<file path="config.mk">
export PLATFORM = sky130hd
export DESIGN_NAME = actlow_encoder_flat
export DESIGN_NICKNAME = d
export VERILOG_FILES = /design/src/rtl/actlow_pkg.sv /design/src/rtl/actlow_encoder_if.sv /design/src/rtl/actlow_pick4.sv /design/src/rtl/actlow_encoder.sv /design/src/flat_wrapper.sv
export SDC_FILE = /design/constraint.sdc
export NUM_CORES = 1
export LEC_CHECK = 0
export ABC_CLOCK_PERIOD_IN_PS = 1850
export BUFFER_PORTS_ARGS = -buffer_cell sky130_fd_sc_hd__buf_2
export CORE_MARGIN = 4
export CORE_UTILIZATION = 34
export CTS_CLUSTER_SIZE = 25
export DETAILED_ROUTE_END_ITERATION = 10
export SLEW_MARGIN = 20
export SYNTH_ARGS = -nofsm -noshare
export SYNTH_HDL_FRONTEND = slang
export SYNTH_SLANG_ARGS = --single-unit
</file>
<file path="constraint.sdc">
create_clock -name clk -period 1.85 [get_ports clk]
set_clock_uncertainty 0.15 [all_clocks]
set_input_delay 0.37 -clock clk [delete_from_list [all_inputs] [get_ports clk]]
set_output_delay 0.37 -clock clk [all_outputs]
set_load 0.02 [all_outputs]
</file>
<file path="src/rtl/actlow_pkg.sv">
// Shared types and helpers for the active-low one-of-four encoder.
// Holds the FSM state encoding, line/index widths and the popcount helper.
package actlow_pkg;

  localparam int NLINES = 4;
  localparam int IDX_W  = 2;

  typedef enum logic [1:0] {
    IDLE    = 2'd0,
    QUALIFY = 2'd1,
    HOLD    = 2'd2,
    RELEASE = 2'd3
  } state_t;

  function automatic logic [2:0] popcount4(input logic [NLINES-1:0] v);
    popcount4 = 3'(v[0]) + 3'(v[1]) + 3'(v[2]) + 3'(v[3]);
  endfunction

endpackage

</file>
<file path="src/rtl/actlow_encoder_if.sv">
// Request/code bus of the active-low encoder: request lines in, held code out under valid/ack.
// The encoder uses the slave modport; the driver of d_n/ack and consumer of the code use master.
interface actlow_encoder_if;

  logic [actlow_pkg::NLINES-1:0] d_n;
  logic [actlow_pkg::IDX_W-1:0]  s;
  logic                          valid;
  logic                          ack;
  logic                          multi;

  modport slave (
    input  d_n,
    input  ack,
    output s,
    output valid,
    output multi
  );

  modport master (
    output d_n,
    output ack,
    input  s,
    input  valid,
    input  multi
  );

endinterface

</file>
<file path="src/rtl/actlow_pick4.sv">
// Combinational 4-line picker: first active bit searching from i_start, no latency, no backpressure.
// ACTLOW_ENC_RR_EN: ascending modulo-4 search; otherwise descending (start tied to 3 = fixed priority).
module actlow_pick4
  import actlow_pkg::*;
(
  input  logic [NLINES-1:0] i_pat,
  input  logic [IDX_W-1:0]  i_start,
  output logic [IDX_W-1:0]  o_idx
);

  logic [IDX_W-1:0] w_cand;
  logic             w_found;

  always_comb begin
    o_idx   = '0;
    w_cand  = '0;
    w_found = 1'b0;
    for (int k = 0; k < NLINES; k++) begin
`ifdef ACTLOW_ENC_RR_EN
      w_cand = i_start + IDX_W'(k);
`else
      w_cand = i_start - IDX_W'(k);
`endif
      if (!w_found && i_pat[w_cand]) begin
        o_idx   = w_cand;
        w_found = 1'b1;
      end
    end
  end

endmodule

</file>
<file path="src/rtl/actlow_encoder.sv">
// Registered 4-to-2 encoder for active-low requests; valid STABLE_CYCLES edges after d_q sees a pattern.
// Code held frozen with valid until ack; ACTLOW_ENC_RR_EN selects round-robin instead of fixed priority.
module actlow_encoder
  import actlow_pkg::*;
#(
  parameter int STABLE_CYCLES = 2
) (
  input  logic              clk,
  input  logic              rst_n,
  actlow_encoder_if.slave   bus
);

  localparam logic [4:0] STABLE_W = 5'(STABLE_CYCLES);

  if (STABLE_CYCLES < 1 || STABLE_CYCLES > 15) begin : g_bad_stable
    $error("actlow_encoder: STABLE_CYCLES must be within 1..15");
  end

  logic [NLINES-1:0] r_d_q;
  logic [NLINES-1:0] r_pat;
  logic [3:0]        r_cnt;
  state_t            r_state;
  logic [IDX_W-1:0]  r_s;
  logic              r_valid;
  logic              r_multi;

  logic [NLINES-1:0] w_act;
  logic [IDX_W-1:0]  w_start;
  logic [IDX_W-1:0]  w_pick;
  logic              w_capture;

  assign w_act = ~r_d_q;

`ifdef ACTLOW_ENC_RR_EN
  logic [IDX_W-1:0] r_last;
  assign w_start = r_last + 2'd1;
`else
  assign w_start = IDX_W'(NLINES - 1);
`endif

  actlow_pick4 u_pick (
    .i_pat   (w_act),
    .i_start (w_start),
    .o_idx   (w_pick)
  );

  // Capture once the current sample completes the required run of identical samples.
  always_comb begin
    w_capture = 1'b0;
    case (r_state)
      IDLE:    w_capture = (w_act != '0) && (STABLE_CYCLES == 1);
      QUALIFY: w_capture = (w_act == r_pat) && (({1'b0, r_cnt} + 5'd1) >= STABLE_W);
      default: w_capture = 1'b0;
    endcase
  end

  always_ff @(posedge clk) begin
    if (!rst_n) begin
      r_d_q   <= '1;
      r_pat   <= '0;
      r_cnt   <= '0;
      r_state <= IDLE;
      r_s     <= '0;
      r_valid <= 1'b0;
      r_multi <= 1'b0;
`ifdef ACTLOW_ENC_RR_EN
      r_last  <= 2'b11;
`endif
    end else begin
      r_d_q <= bus.d_n;
      if (w_capture) begin
        r_pat   <= w_act;
        r_cnt   <= '0;
        r_s     <= w_pick;
        r_multi <= (popcount4(w_act) > 3'd1);
        r_valid <= 1'b1;
        r_state <= HOLD;
`ifdef ACTLOW_ENC_RR_EN
        r_last  <= w_pick;
`endif
      end else begin
        case (r_state)
          IDLE: begin
            if (w_act != '0) begin
              r_pat   <= w_act;
              r_cnt   <= 4'd1;
              r_state <= QUALIFY;
            end
          end
          QUALIFY: begin
            if (w_act == r_pat) begin
              r_cnt <= r_cnt + 4'd1;
            end else if (w_act != '0) begin
              r_pat <= w_act;
              r_cnt <= 4'd1;
            end else begin
              r_cnt   <= '0;
              r_state <= IDLE;
            end
          end
          HOLD: begin
            if (bus.ack) begin
              r_valid <= 1'b0;
              r_state <= RELEASE;
            end
          end
          RELEASE: begin
            // Only the captured line must be released; other held lines re-qualify from IDLE.
            if (r_d_q[r_s]) begin
              r_state <= IDLE;
            end
          end
          default: r_state <= IDLE;
        endcase
      end
    end
  end

  assign bus.s     = r_s;
  assign bus.valid = r_valid;
  assign bus.multi = r_multi;

  a_hold_frozen: assert property (@(posedge clk) disable iff (!rst_n)
    (r_state == HOLD && !bus.ack) |=> (r_valid && $stable(r_s) && $stable(r_multi)));

endmodule

</file>
<file path="src/flat_wrapper.sv">
// flat-port wrapper written by rule: the top's interface ports become plain ports
module actlow_encoder_flat import actlow_pkg::*;
#(
  parameter int STABLE_CYCLES = 2
)
  (clk, rst_n, bus_d_n, bus_ack, bus_s, bus_valid, bus_multi);
  actlow_encoder_if bus_i ();
  input  logic clk;
  input  logic rst_n;
  input wire logic [$bits(bus_i.d_n)-1:0] bus_d_n;
  input wire logic [$bits(bus_i.ack)-1:0] bus_ack;
  output wire logic [$bits(bus_i.s)-1:0] bus_s;
  output wire logic [$bits(bus_i.valid)-1:0] bus_valid;
  output wire logic [$bits(bus_i.multi)-1:0] bus_multi;
  assign bus_i.d_n = bus_d_n;
  assign bus_i.ack = bus_ack;
  assign bus_s = bus_i.s;
  assign bus_valid = bus_i.valid;
  assign bus_multi = bus_i.multi;
  actlow_encoder #(.STABLE_CYCLES(STABLE_CYCLES)) u_core (.clk(clk), .rst_n(rst_n), .bus(bus_i));
endmodule
</file>
* Yosys cells after proc, flatten, opt, wreduce, memory -nomap -nowiden
Cells that the tools add are included.
Cells by class: add/subtract/negate cells 5, magnitude comparators 3, equality and inequality tests 14, mux-type cells 28, bitwise gates (word level) 2, reductions and logical operators 19
Operators with widths (count):
- $mux W2 | 10
- $mux W4 | 5
- $pmux W4 S2 | 2
- $reduce_and A5 Y1 | 2
- $mux W1 | 9
- $ne A3 B2 Y1 const B | 3
- $pmux W2 S4 | 1
- $add A3 B1 Y3 | 2
- $ne A2 B2 Y1 const B | 3
- $ne A3 B1 Y1 const B | 2
- $reduce_and A2 Y1 | 3
- $reduce_bool A2 Y1 | 3
- $add A4 B1 Y5 const B | 1
- $ge A5 B2 Y1 const B | 1
- $add A4 B1 Y4 const B | 1
- $eq A2 B2 Y1 const B | 2
- $eq A4 B4 Y1 | 1
- $logic_and A1 B1 Y1 | 4
- $ne A2 B1 Y1 const B | 2
- $not A4 Y4 | 1
- $reduce_bool A4 Y1 | 1
- $gt A3 B1 Y1 const B | 1
- $logic_not A1 Y1 | 3
- $lt A2 B3 Y1 const B | 1
- 7 further kinds | 7
Word-level totals: register bits 18, input bits 7, output and inout port bits 4

* Longest topological paths before layout
depth after elaboration 11, mapped depth 6

* Hierarchy
Synthesis repeated with hierarchy kept, for this count alone.
Second synthesis, totals: cells, all modules 100, area, all modules 943.4 µm²
Modules (own cells, without submodules):
- actlow_encoder | times used 1, cells each 88, area an instance 878.3 µm², seq. area each 360.3 µm²
- actlow_pick4 | times used 1, cells each 12, area an instance 65.1 µm², seq. area each 0.0 µm²

* Least setup slack after synthesis
OpenSTA, ideal clock, no wires.
kind reg-to-reg, start point reg u_core.r_cnt[1], end point reg u_core.r_cnt[0], setup time 0.091 ns, arrival time 1.670 ns, data required time 1.609 ns, setup slack -0.061 ns, cell stages (with the launch flop) 7, buffers on the path 0, period minus slack after synthesis 1.911 ns, cell sequence dfxtp_1 -> inv_1 -> ha_1 -> or3b_2 -> nor3_2 -> o31ai_1 -> a311oi_1
Between the ends: longest elaborated chain between the ends 5
RTL lines:
- from (decl) | RTL line actlow_encoder.sv:21 | logic [3:0] r_cnt;
- from (signal assigned) | RTL line actlow_encoder.sv:92 | r_cnt <= r_cnt + 4'd1;
- $add A4 B1 Y5 | RTL line actlow_encoder.sv:52 | QUALIFY: w_capture = (w_act == r_pat) && (({1'b0, r_cnt} + 5'd1) >= STABLE_W);
- $ge A5 B2 Y1 | RTL line actlow_encoder.sv:52
- $logic_and A1 B1 Y1 | RTL line actlow_encoder.sv:52
- $mux W1 | RTL line actlow_encoder.sv:50 | case (r_state)
- $reduce_or A2 Y1 (no line)
Every way passes these cells. A chain may end at the register's enable or synchronous reset.

* Worst setup path in the final report
start point reg u_core.r_cnt[1], end point reg u_core.r_multi (netlist: u_core.bus.multi)
Between the ends: longest elaborated chain between the ends 4
RTL lines:
- $add A4 B1 Y5 | RTL line actlow_encoder.sv:52
- $ge A5 B2 Y1 | RTL line actlow_encoder.sv:52
- $logic_and A1 B1 Y1 | RTL line actlow_encoder.sv:52
- $mux W1 | RTL line actlow_encoder.sv:50
- to (signal assigned) | RTL line actlow_encoder.sv:75 | r_multi <= (popcount4(w_act) > 3'd1);
- to (decl) | RTL line actlow_encoder.sv:25 | logic r_multi;
Every way passes these cells.

==> impl_metrics.env <==
export IMPL_clock_latency_ns=0.30
export IMPL_worst_setup_path_start_kind="flop"
export IMPL_synth_edf_count=0
export IMPL_async_reset_ff_share_pct=0
export IMPL_synth_seq_area_share_pct=32.1
export IMPL_max_freq_ghz=0.521
export IMPL_holdCritStartpoint="bus_d_n[2]"
export IMPL_dp_hpwl_microns=2180
export IMPL_grt_overflow=0
export IMPL_slew_headroom_pct=73.4
export IMPL_violations="negative setup slack"
export IMPL_crit_required_ns=1.92
export IMPL_hold_path_class="input pin to flop"
export IMPL_p_leak_nw=0.565
export IMPL_globalplace_congestion=0.904
export IMPL_synth_cells=127
export IMPL_placementRows=20
export IMPL_wl_per_cell_microns=14.8
export IMPL_path_clk_slew_ns=0.10
export IMPL_end_kind="flop"
export IMPL_p_per_area_nw_per_um2=727
export IMPL_dr_total_vias=1073
export IMPL_start_util_pct=36.1
export IMPL_drtAntennaViolNets=0
export IMPL_fp_dieW_microns=65.4
export IMPL_power_internal_mw=0.688
export IMPL_synthToLayoutAreaGrowth_pct=25.7
export IMPL_final_nets=162
export IMPL_final_common_cell="dfxtp_1"
export IMPL_die_y_microns=65.4
export IMPL_coreArea_sq_um=3100
export IMPL_h_tree_depth=1
export IMPL_vias_per_cell=5.56
export IMPL_p_seq_share_pct=43.4
export IMPL_cts_tree="built"
export IMPL_post_route_period_util_pct=104
export IMPL_clock_power_share_pct=23.7
export IMPL_crit_end="u_core.bus.multi"
export IMPL_syn_area_per_cell_sq_um=8.83
export IMPL_cp_startpoint="u_core.r_cnt[1]"
export IMPL_rsz0062_at_grt="true"
export IMPL_synth_cell_type_count=44
export IMPL_syn_cell_area_sq_um=1120
export IMPL_antenna_found_initial=0
export IMPL_drive_gt1_share_pct=32.9
export IMPL_cts_buffers=3
export IMPL_worstPathMaxFanout=4
export IMPL_p_sw_share_pct=32.8
export IMPL_routed_wl_microns=2860
export IMPL_io_buffers=10
export IMPL_r2r_end="u_core.bus.multi"
export IMPL_ctsHoldBuffers=0
export IMPL_diodes=0
export IMPL_grt_pass1_vias=1095
export IMPL_ir_worst_vdd_mv=0.390
export IMPL_setup_violations=3
export IMPL_hold_viol=0
export IMPL_synth_fp_nets=139
export IMPL_layout_common_cells="16 x dfxtp_1, 14 x buf_4, 10 x nand2_1, 10 x buf_2"
export IMPL_dieArea_sq_um=4280
export IMPL_maxCapViolations=0
export IMPL_switchingPower_mw=0.336
export IMPL_ios=11
export IMPL_n_fill_cell=329
export IMPL_combPwrFrac_pct=32.9
export IMPL_fin_ws_ns=-0.0685
export IMPL_place_ws_ns=-0.133
export IMPL_fin_crit_ns=1.92
export IMPL_critPathKind="flop to flop"
export IMPL_worst_pin_slew_ns=0.396
export IMPL_regToRegStartpoint="u_core.r_cnt[1]"
export IMPL_outcome="complete, but fails checks"
export IMPL_drtIter0Drc=38
export IMPL_grt_usage_pct=15.0
export IMPL_reg2reg_depth=7
export IMPL_cts_sinks=18
export IMPL_yosys_register_bits=18
export IMPL_clockRootBuffer="clkbuf_4"
export IMPL_drc=0
export IMPL_hold_slack_ns=0.0921
export IMPL_rrSetupSlack_ns=-0.07
export IMPL_clockBufferDepth=2
export IMPL_cp_data_arrival_time_ns=1.99
export IMPL_grt_max_degree=19
export IMPL_ys_warn_count=0
export IMPL_first_pass_iters=4
export IMPL_synth_ff_type="dfxtp_1"
export IMPL_drv_slew=0
export IMPL_grt_pass1_wl_microns=4970
==> area by class of cell <==
cell class                 instances  area [sq um]  area share (%)
multi-input combinational         93           754            53.6
sequential                        18           363            25.8
timing repair buffer              25           166            11.8
tap                               44          55.1            3.91
clock buffer                       4          36.3            2.58
inverter                           9          33.8            2.40
==> Yosys cell counts (2+ instances only) <==
cell | n | area (sq um)
a21oi_1 | 2 | 10.0
a311oi_1 | 2 | 17.5
a31oi_1 | 9 | 56.3
buf_2 | 2 | 10.0
buf_4 | 2 | 15.0
clkbuf_1 | 3 | 11.3
dfxtp_1 | 18 | 360
ha_1 | 5 | 62.6
inv_1 | 9 | 33.8
nand2_1 | 10 | 37.5
nand2b_1 | 9 | 56.3
nand3_1 | 6 | 30.0
nand4_1 | 2 | 12.5
nand4b_1 | 2 | 17.5
nor2_1 | 6 | 22.5
nor4_1 | 4 | 25.0
o211ai_1 | 4 | 30.0
o22ai_1 | 2 | 12.5
o311ai_0 | 2 | 17.5
xor2_2 | 4 | 65.1
==> critical path, stage by stage (launching register included) <==
cell and delay (ns):
dfxtp_2 0.35, inv_2 0.04, ha_4 0.26, or3b_4 0.40, nor3_4 0.25, buf_6 0.14
a2111oi_4 0.03, a221oi_2 0.22
==> power groups by stage <==
stage / registers (mW) / logic, mW / clock network (mW)
final: 0.444 / 0.337 / 0.242
after CTS: 0.444 / 0.309 / 0.250
after global placement: 0.448 / 0.292 / 0
after detailed placement: 0.450 / 0.295 / 0
after global routing: 0.449 / 0.368 / 0.264
after floorplan: 0.454 / 0.189 / 0
==> per-layer routing <==
layer / up-vias / GRT usage [%] / routed length [microns] / share of wire (%)
met4: 0 / 7.51 / 91 / 3.2
met1: 506 / 17.7 / 1170 / 41
met3: 11 / 2.39 / 182 / 6.4
met2: 43 / 26.0 / 1420 / 50
li1: 513 / - / - / -
met5: - / 0 / 0 / 0
==> flip-flops by register name, summed over array words and instances (netlist names) <==
name,flops
u_core.bus.multi,1
u_core.r_state,2
u_core.bus.valid,1
u_core.r_cnt,4
u_core.bus.s,2
u_core.r_pat,4
u_core.r_d_q,4
==> logic make-up (layout without fill, tap and decap cells) <==
family,count (synthesis),in the layout,share of synthesized area (%)
AO/OA/AOI/OAI,32,32,20.6
XOR/XNOR,6,6,7.37
adder cells (fa/ha/maj),5,5,5.58
buffers and inverters,16,38,6.25
flip-flops,18,18,32.1
multiplexers,1,1,2.01
AND/OR/NAND/NOR,49,49,26.0
==> worst min path at each step <==
stage,to,slack [ns],cells past startpoint
3_3_place_gp,u_core.bus.valid,0.30,2
6_report,u_core.r_d_q[2],0.09,2
3_5_place_dp,u_core.bus.valid,0.32,2
5_1_grt,u_core.r_d_q[2],0.09,2
4_1_cts,u_core.r_d_q[2],0.09,2
2_1_floorplan,u_core.r_d_q[0],0.32,1
==> per-stage QoR <==
step	cells	util, %	cell area [sq um]	power, mW	setup TNS, ns
final	193	45.4	1410	1.02	-0.0930
after floorplan	127	-	1140	0.643	0
after detailed placement	188	42.2	1310	0.745	-0.398
after CTS	192	44.2	1370	1.00	-0.243
after global placement	188	42.2	1310	0.740	-0.0450
after global routing	193	45.4	1410	1.08	-0.949
==> timing repair <==
action	in CTS	in global routing
buffers inserted	0	1
pin swaps	3	1
gates resized for setup	6	5
endpoints found under the setup margin	7	13
(Power assumes the default switching activity.)
